===== src/rtl/spi_adc_responder_if.sv =====
// SPI pin bundle between an SPI master and the ADC responder.
// Latency: none; this is wiring only.
// Backpressure: none; the master owns all SPI timing.
interface spi_adc_responder_if;
  logic spi_sclk;
  logic spi_cs;
  logic spi_din;
  logic spi_dout;
  logic spi_dout_oe;

  modport master (
    output spi_sclk,
    output spi_cs,
    output spi_din,
    input  spi_dout,
    input  spi_dout_oe
  );

  modport slave (
    input  spi_sclk,
    input  spi_cs,
    input  spi_din,
    output spi_dout,
    output spi_dout_oe
  );
endinterface


===== src/rtl/spi_adc_responder.sv =====
// SPI ADC responder: returns the 12-bit sample of the selected channel per 16-bit frame.
// Latency: SYNC_STAGES+1 clk from any SCLK/CS pin edge to the registered reaction.
// Backpressure: none; fully paced by the master's SCLK/CS, inputs oversampled on clk.
module spi_adc_responder #(
  parameter int DATA_W      = 12,
  parameter int FRAME_W     = 16,
  parameter int NUM_CH      = 8,
  parameter int ADDR_W      = 3,
  parameter int ADDR_MSB    = 13,
  parameter int SYNC_STAGES = 2
) (
  input  logic                     clk,
  input  logic                     rst_n,
  input  logic [NUM_CH*DATA_W-1:0] ch_data,
  spi_adc_responder_if.slave       spi,
  output logic [ADDR_W-1:0]        cur_addr,
  output logic [FRAME_W-1:0]       rx_word,
  output logic                     frame_done,
  output logic                     frame_abort
);

  localparam int CNT_W = $clog2(FRAME_W + 1);
  localparam logic [CNT_W-1:0] CNT_LAST = CNT_W'(FRAME_W - 1);

  typedef enum logic [1:0] {
    IDLE   = 2'd0,
    ACTIVE = 2'd1,
    DONE   = 2'd2
  } state_t;

  state_t             state;
  logic [CNT_W-1:0]   bit_cnt;
  logic [FRAME_W-1:0] tx_sr;
  logic [FRAME_W-1:0] rx_sr;
  logic               dout_q;
  logic               oe_q;

  // Index SYNC_STAGES-1 is the last synchronizer stage, index SYNC_STAGES the history flop.
  logic [SYNC_STAGES:0]   sclk_q;
  logic [SYNC_STAGES:0]   cs_q;
  logic [SYNC_STAGES-1:0] din_q;

  logic sclk_rise, sclk_fall, cs_rise, cs_fall, din_s;
  logic [FRAME_W-1:0] rx_next;
  logic [FRAME_W-1:0] tx_snap;
  logic [DATA_W-1:0]  ch_arr [NUM_CH];

  // Oversample the asynchronous SPI pins into the clk domain.
  always_ff @(posedge clk or negedge rst_n) begin
    if (!rst_n) begin
      sclk_q <= '0;
      cs_q   <= '0;
      din_q  <= '0;
    end else begin
      sclk_q <= {sclk_q[SYNC_STAGES-1:0], spi.spi_sclk};
      cs_q   <= {cs_q[SYNC_STAGES-1:0], spi.spi_cs};
      din_q  <= {din_q[SYNC_STAGES-2:0], spi.spi_din};
    end
  end

  assign sclk_rise = sclk_q[SYNC_STAGES-1] & ~sclk_q[SYNC_STAGES];
  assign sclk_fall = ~sclk_q[SYNC_STAGES-1] & sclk_q[SYNC_STAGES];
  assign cs_rise   = cs_q[SYNC_STAGES-1] & ~cs_q[SYNC_STAGES];
  assign cs_fall   = ~cs_q[SYNC_STAGES-1] & cs_q[SYNC_STAGES];
  assign din_s     = din_q[SYNC_STAGES-1];

  // Unpack the flat channel bus so the current address can select a sample.
  always_comb begin
    for (int i = 0; i < NUM_CH; i++) begin
      ch_arr[i] = ch_data[i*DATA_W +: DATA_W];
    end
  end

  // rx_next includes the bit arriving with the current SCLK rise, so the
  // completing rise can publish the whole word in the same clk.
  assign rx_next = {rx_sr[FRAME_W-2:0], din_s};
  assign tx_snap = {{(FRAME_W-DATA_W){1'b0}}, ch_arr[cur_addr]};

  assign spi.spi_dout    = dout_q;
  assign spi.spi_dout_oe = oe_q;

  // Frame FSM: cs edges take priority over SCLK edges; dout/oe are registered here.
  always_ff @(posedge clk or negedge rst_n) begin
    if (!rst_n) begin
      state       <= IDLE;
      bit_cnt     <= '0;
      tx_sr       <= '0;
      rx_sr       <= '0;
      dout_q      <= 1'b0;
      oe_q        <= 1'b0;
      cur_addr    <= '0;
      rx_word     <= '0;
      frame_done  <= 1'b0;
      frame_abort <= 1'b0;
    end else begin
      frame_done  <= 1'b0;
      frame_abort <= 1'b0;
      case (state)
        IDLE: begin
          dout_q <= 1'b0;
          oe_q   <= 1'b0;
          // Any SCLK edge coinciding with the cs fall is deliberately dropped.
          if (cs_fall) begin
            state   <= ACTIVE;
            tx_sr   <= tx_snap;
            bit_cnt <= '0;
            dout_q  <= tx_snap[FRAME_W-1];
            oe_q    <= 1'b1;
          end
        end
        ACTIVE: begin
          if (cs_rise) begin
            frame_abort <= 1'b1;
            state       <= IDLE;
            dout_q      <= 1'b0;
            oe_q        <= 1'b0;
          end else if (sclk_rise) begin
            rx_sr   <= rx_next;
            bit_cnt <= bit_cnt + CNT_W'(1);
            if (bit_cnt == CNT_LAST) begin
              rx_word    <= rx_next;
              cur_addr   <= rx_next[ADDR_MSB -: ADDR_W];
              frame_done <= 1'b1;
              dout_q     <= 1'b0;
              state      <= DONE;
            end
          end else if (sclk_fall && (bit_cnt != '0)) begin
            // A fall before the first rise is the idle-high lead-in and is skipped.
            tx_sr  <= tx_sr << 1;
            dout_q <= tx_sr[FRAME_W-2];
          end
        end
        DONE: begin
          dout_q <= 1'b0;
          if (cs_rise) begin
            state <= IDLE;
            oe_q  <= 1'b0;
          end
        end
        default: begin
          state  <= IDLE;
          dout_q <= 1'b0;
          oe_q   <= 1'b0;
        end
      endcase
    end
  end

endmodule


===== src/flat_wrapper.sv =====
// flat-port wrapper written by rule: the top's interface ports become plain ports
module spi_adc_responder_flat 
#(
  parameter int DATA_W      = 12,
  parameter int FRAME_W     = 16,
  parameter int NUM_CH      = 8,
  parameter int ADDR_W      = 3,
  parameter int ADDR_MSB    = 13,
  parameter int SYNC_STAGES = 2
)
  (clk, rst_n, ch_data, cur_addr, rx_word, frame_done, frame_abort, spi_spi_sclk, spi_spi_cs, spi_spi_din, spi_spi_dout, spi_spi_dout_oe);
  spi_adc_responder_if spi_i ();
  input  logic clk;
  input  logic rst_n;
  input  logic [NUM_CH*DATA_W-1:0] ch_data;
  output logic [ADDR_W-1:0] cur_addr;
  output logic [FRAME_W-1:0] rx_word;
  output logic frame_done;
  output logic frame_abort;
  input wire logic [$bits(spi_i.spi_sclk)-1:0] spi_spi_sclk;
  input wire logic [$bits(spi_i.spi_cs)-1:0] spi_spi_cs;
  input wire logic [$bits(spi_i.spi_din)-1:0] spi_spi_din;
  output wire logic [$bits(spi_i.spi_dout)-1:0] spi_spi_dout;
  output wire logic [$bits(spi_i.spi_dout_oe)-1:0] spi_spi_dout_oe;
  assign spi_i.spi_sclk = spi_spi_sclk;
  assign spi_i.spi_cs = spi_spi_cs;
  assign spi_i.spi_din = spi_spi_din;
  assign spi_spi_dout = spi_i.spi_dout;
  assign spi_spi_dout_oe = spi_i.spi_dout_oe;
  spi_adc_responder #(.DATA_W(DATA_W), .FRAME_W(FRAME_W), .NUM_CH(NUM_CH), .ADDR_W(ADDR_W), .ADDR_MSB(ADDR_MSB), .SYNC_STAGES(SYNC_STAGES)) u_core (.clk(clk), .rst_n(rst_n), .ch_data(ch_data), .spi(spi_i), .cur_addr(cur_addr), .rx_word(rx_word), .frame_done(frame_done), .frame_abort(frame_abort));
endmodule

===== config.mk =====
export PLATFORM = sky130hd
export DESIGN_NAME = spi_adc_responder_flat
export DESIGN_NICKNAME = d
export VERILOG_FILES = /design/src/rtl/spi_adc_responder_if.sv /design/src/rtl/spi_adc_responder.sv /design/src/flat_wrapper.sv
export SDC_FILE = /design/constraint.sdc
export NUM_CORES = 1
export LEC_CHECK = 0
export ABC_CLOCK_PERIOD_IN_PS = 2300
export CAP_MARGIN = 20
export CORE_AREA = 3 3 93 95
export DETAILED_ROUTE_END_ITERATION = 12
export DIE_AREA = 0 0 96 98
export GPL_ROUTABILITY_DRIVEN = 0
export HOLD_SLACK_MARGIN = 0.03
export PLACE_DENSITY = 0.77
export SYNTH_ARGS = -nofsm -noshare
export SYNTH_HDL_FRONTEND = slang
export SYNTH_SLANG_ARGS = --single-unit

===== constraint.sdc =====
create_clock -name clk -period 2.3 [get_ports clk]
set_input_delay 0.575 -clock clk [delete_from_list [all_inputs] [get_ports clk]]
set_output_delay 0.575 -clock clk [all_outputs]
set_load 0.01 [all_outputs]

==> impl_metrics.ini, run 1 <==
[place]
post-dp-hpwl_um = 6939
portBuffers = 123
place_ws_ns = -0.1700
placed_cells = 457
dpl_cell_area_um2 = 4877

[logic_synthesis]
synthesis.instances = 238
yosysWarnings = 0
postSynthNetCount = 345
synth-seq-cells = 65
synth-edff-count = 0
synthTopCellsByArea = dfrtp_1 46%, mux2_2 20%, mux4_1 13%
yosys.area.top_type_share = 0.4626
async_reset_ff_frac = 1.000
syn-cell-area_um2 = 3516
synth.avg_cell_area_um2 = 14.77
yosys.area.top_type = dfrtp_1
ys_seq_area_frac = 0.4626
yosys_most_used_dff = dfrtp_1
synth.distinct_cells = 35

[drt]
drt-initial-drc-count = 119
drc = 0
firstDrtPassIters = 4
num_vias = 2524
routed_wl_um = 8978
detail-route-antenna-nets = 0
wire_per_inst_um = 19.02
viasPerCell = 5.347

[layout]
finalCoreUtilization = 0.6514
final_common_cell = clkdlybuf4s50_1
drive_gt1_frac = 0.2595
num-nets-final = 473
syn_to_final_growth_pct = 44.66
fin_cells = 472
mostFrequentLayoutCells = 122 x clkdlybuf4s50_1, 65 x dfrtp_1, 64 x mux2_2
fillers = 607
fin_area_um2 = 5086
antenna_cells = 0

[sta]
rsz0062_at_grt = false
maxSlewHeadroom = 0.5901
worst_slew_pin_slew_ns = 0.6094
hold_viol = 0
final.min_clock_period_ns = 2.106
fmax_mhz = 474.9
skew_ns = 0.009945
timing.hold.ws_ns = 0.1896
finalSetupViolations = 0
min_period_over_period = 0.9154
layout_setup_ws_ns = 0.1945
final_max_slew_viol_count = 0

[floorplan]
start_util = 0.4503
io_pins = 124
fp.dieH_um = 98
rows = 32
die_area_um2 = 9408
core_area_um2 = 7807
die_w_um = 96

[worst_setup_path]
worstPathArrival_ns = 2.33
r2r_slack_ns = 0.21
reg2reg_depth = 5
critPathMaxFanout = 1
r2r-start = u_core.rx_word[11]$_DFFE_PN0P_
required_ns = 2.53
critPathLaunch = ch_data[66]
setup.worst_path.class = input port to flip-flop
r2r_end = u_core.tx_sr[9]$_DFFE_PN0P_
start_kind = input port
critical_path.endpoint_type = flip-flop

[cts]
ctsHoldBuffers = 0
htreeDepth = 3
clk_pin_slew_ns = 0.07
clk_latency_ns = 0.34
root_buffer = clkbuf_8
cts_resized = 0
cts_num_sinks = 65
cts_tree = yes
cts_buffers = 9
cts_setup_buffers = 0
cts_max_path_buffers = 2

[min_path]
hold_path.class = input port to asynchronous set/reset pin

[global_route]
grt.total_usage = 0.2022
grt_pass1_vias = 2720
antenna_found_initial = 0
grt_max_degree = 48
grt_first_pass_wirelength_um = 14280
overflow = 0

[power_and_ir_drop]
irDropWorstVdd_mv = 0.5933
powerDensity_nw_per_um2 = 695.5
leakagePower_nw = 2.150

[flow_run]
maxCapViolCount = 0

[outcome]
outcome = completed
[through the flow]
| step | total power (W) | setup TNS [ns] |
|---|---|---|
| floorplan | 0.002161 | 0 |
| global placement | 0.002485 | -0.8706 |
| detailed placement | 0.002536 | -1.182 |
| CTS | 0.003569 | 0 |
| global route | 0.003755 | 0 |
| finish | 0.003537 | 0 |
[layout make-up]
class	instances	area, um2	share of cell area
sequential	65	1627	0.3198
timing repair buffer	132	1331	0.2617
tap	102	127.6	0.02509
clock inverter	5	81.33	0.01599
clock buffer	10	127.6	0.02509
multi-input combinational	147	1750	0.3442
inverter	11	41.29	0.008118
[registers in the layout (all words and copies together) (netlist names)]
name,flops
u_core.state,2
u_core.spi.spi_dout,1
u_core.cs_q,3
u_core.rx_sr,15
u_core.rx_word,16
u_core.spi.spi_dout_oe,1
u_core.bit_cnt,5
u_core.sclk_q,3
u_core.frame_done,1
u_core.frame_abort,1
u_core.din_q,2
u_core.tx_sr,15
[metal layers]
metal / wire length, um / global-route usage / vias to the layer above
li1: - / - / 1172
met1: 3440 / 0.2305 / 1286
met2: 5058 / 0.3643 / 56
met3: 357 / 0.06163 / 10
met4: 121 / 0.04705 / 0
met5: 0 / 0 / -
[worst max-delay path, stage by stage]
cell and delay [ns]:
clkdlybuf4s50_1 0.45, mux4_1 0.52, mux2_2 0.28, mux2_2 0.25, mux2_2 0.26
[how the worst max path moves through the flow]
| stage | end | slack, ns | depth (start not counted) |
|---|---|---|---|
| floorplan | u_core.tx_sr[2]$_DFFE_PN0P_ | 0.15 | 6 |
| global placement | u_core.tx_sr[6]$_DFFE_PN0P_ | -0.13 | 5 |
| detailed placement | u_core.tx_sr[6]$_DFFE_PN0P_ | -0.17 | 5 |
| CTS | cur_addr[0] | 0.18 | 2 |
| global route | u_core.tx_sr[6]$_DFFE_PN0P_ | 0.12 | 5 |
| finish | u_core.tx_sr[6]$_DFFE_PN0P_ | 0.19 | 5 |
[power breakdown]
group / leakage, nW / internal, W / switching [W] / total, W
clock network: 0.102 / 0.000604 / 0.000416 / 0.00102
logic: 1.20 / 0.000609 / 0.000389 / 0.000998
registers: 0.849 / 0.00137 / 0.000148 / 0.00152
total: 2.15 / 0.00258 / 0.000952 / 0.00354
[Yosys cell counts (2+ instances only)]
cell type / instances
mux4_2: 6
and3_1: 2
clkbuf_1: 7
nand2b_1: 3
inv_1: 11
nand3_1: 3
nand2_1: 5
o21ai_0: 3
mux2_2: 64
o31ai_1: 2
dfrtp_1: 65
or4_1: 2
ha_1: 6
buf_4: 3
nor2_1: 6
buf_6: 4
mux2i_1: 5
a22o_1: 5
a21oi_1: 3
mux4_1: 18
[cells by family (layout without fill, tap and decap cells)]
logic type | after synthesis | in the layout | synth area share
buf+inv | 26 | 158 | 0.03950
simple gates | 28 | 28 | 0.04235
flops | 65 | 65 | 0.4626
compound gates | 20 | 20 | 0.04199
mux | 93 | 93 | 0.3922
fa+ha+maj | 6 | 6 | 0.02135
Note: power is estimated with default switching activity, not from simulation.
==> run 2: changes to the inputs <==
Settings changed: GPL_TIMING_DRIVEN from default to 1, SKIP_LAST_GASP from default to 1.
==> results of run 2 <==
The final DEF is identical to that of run 1; final timing and power are the same.
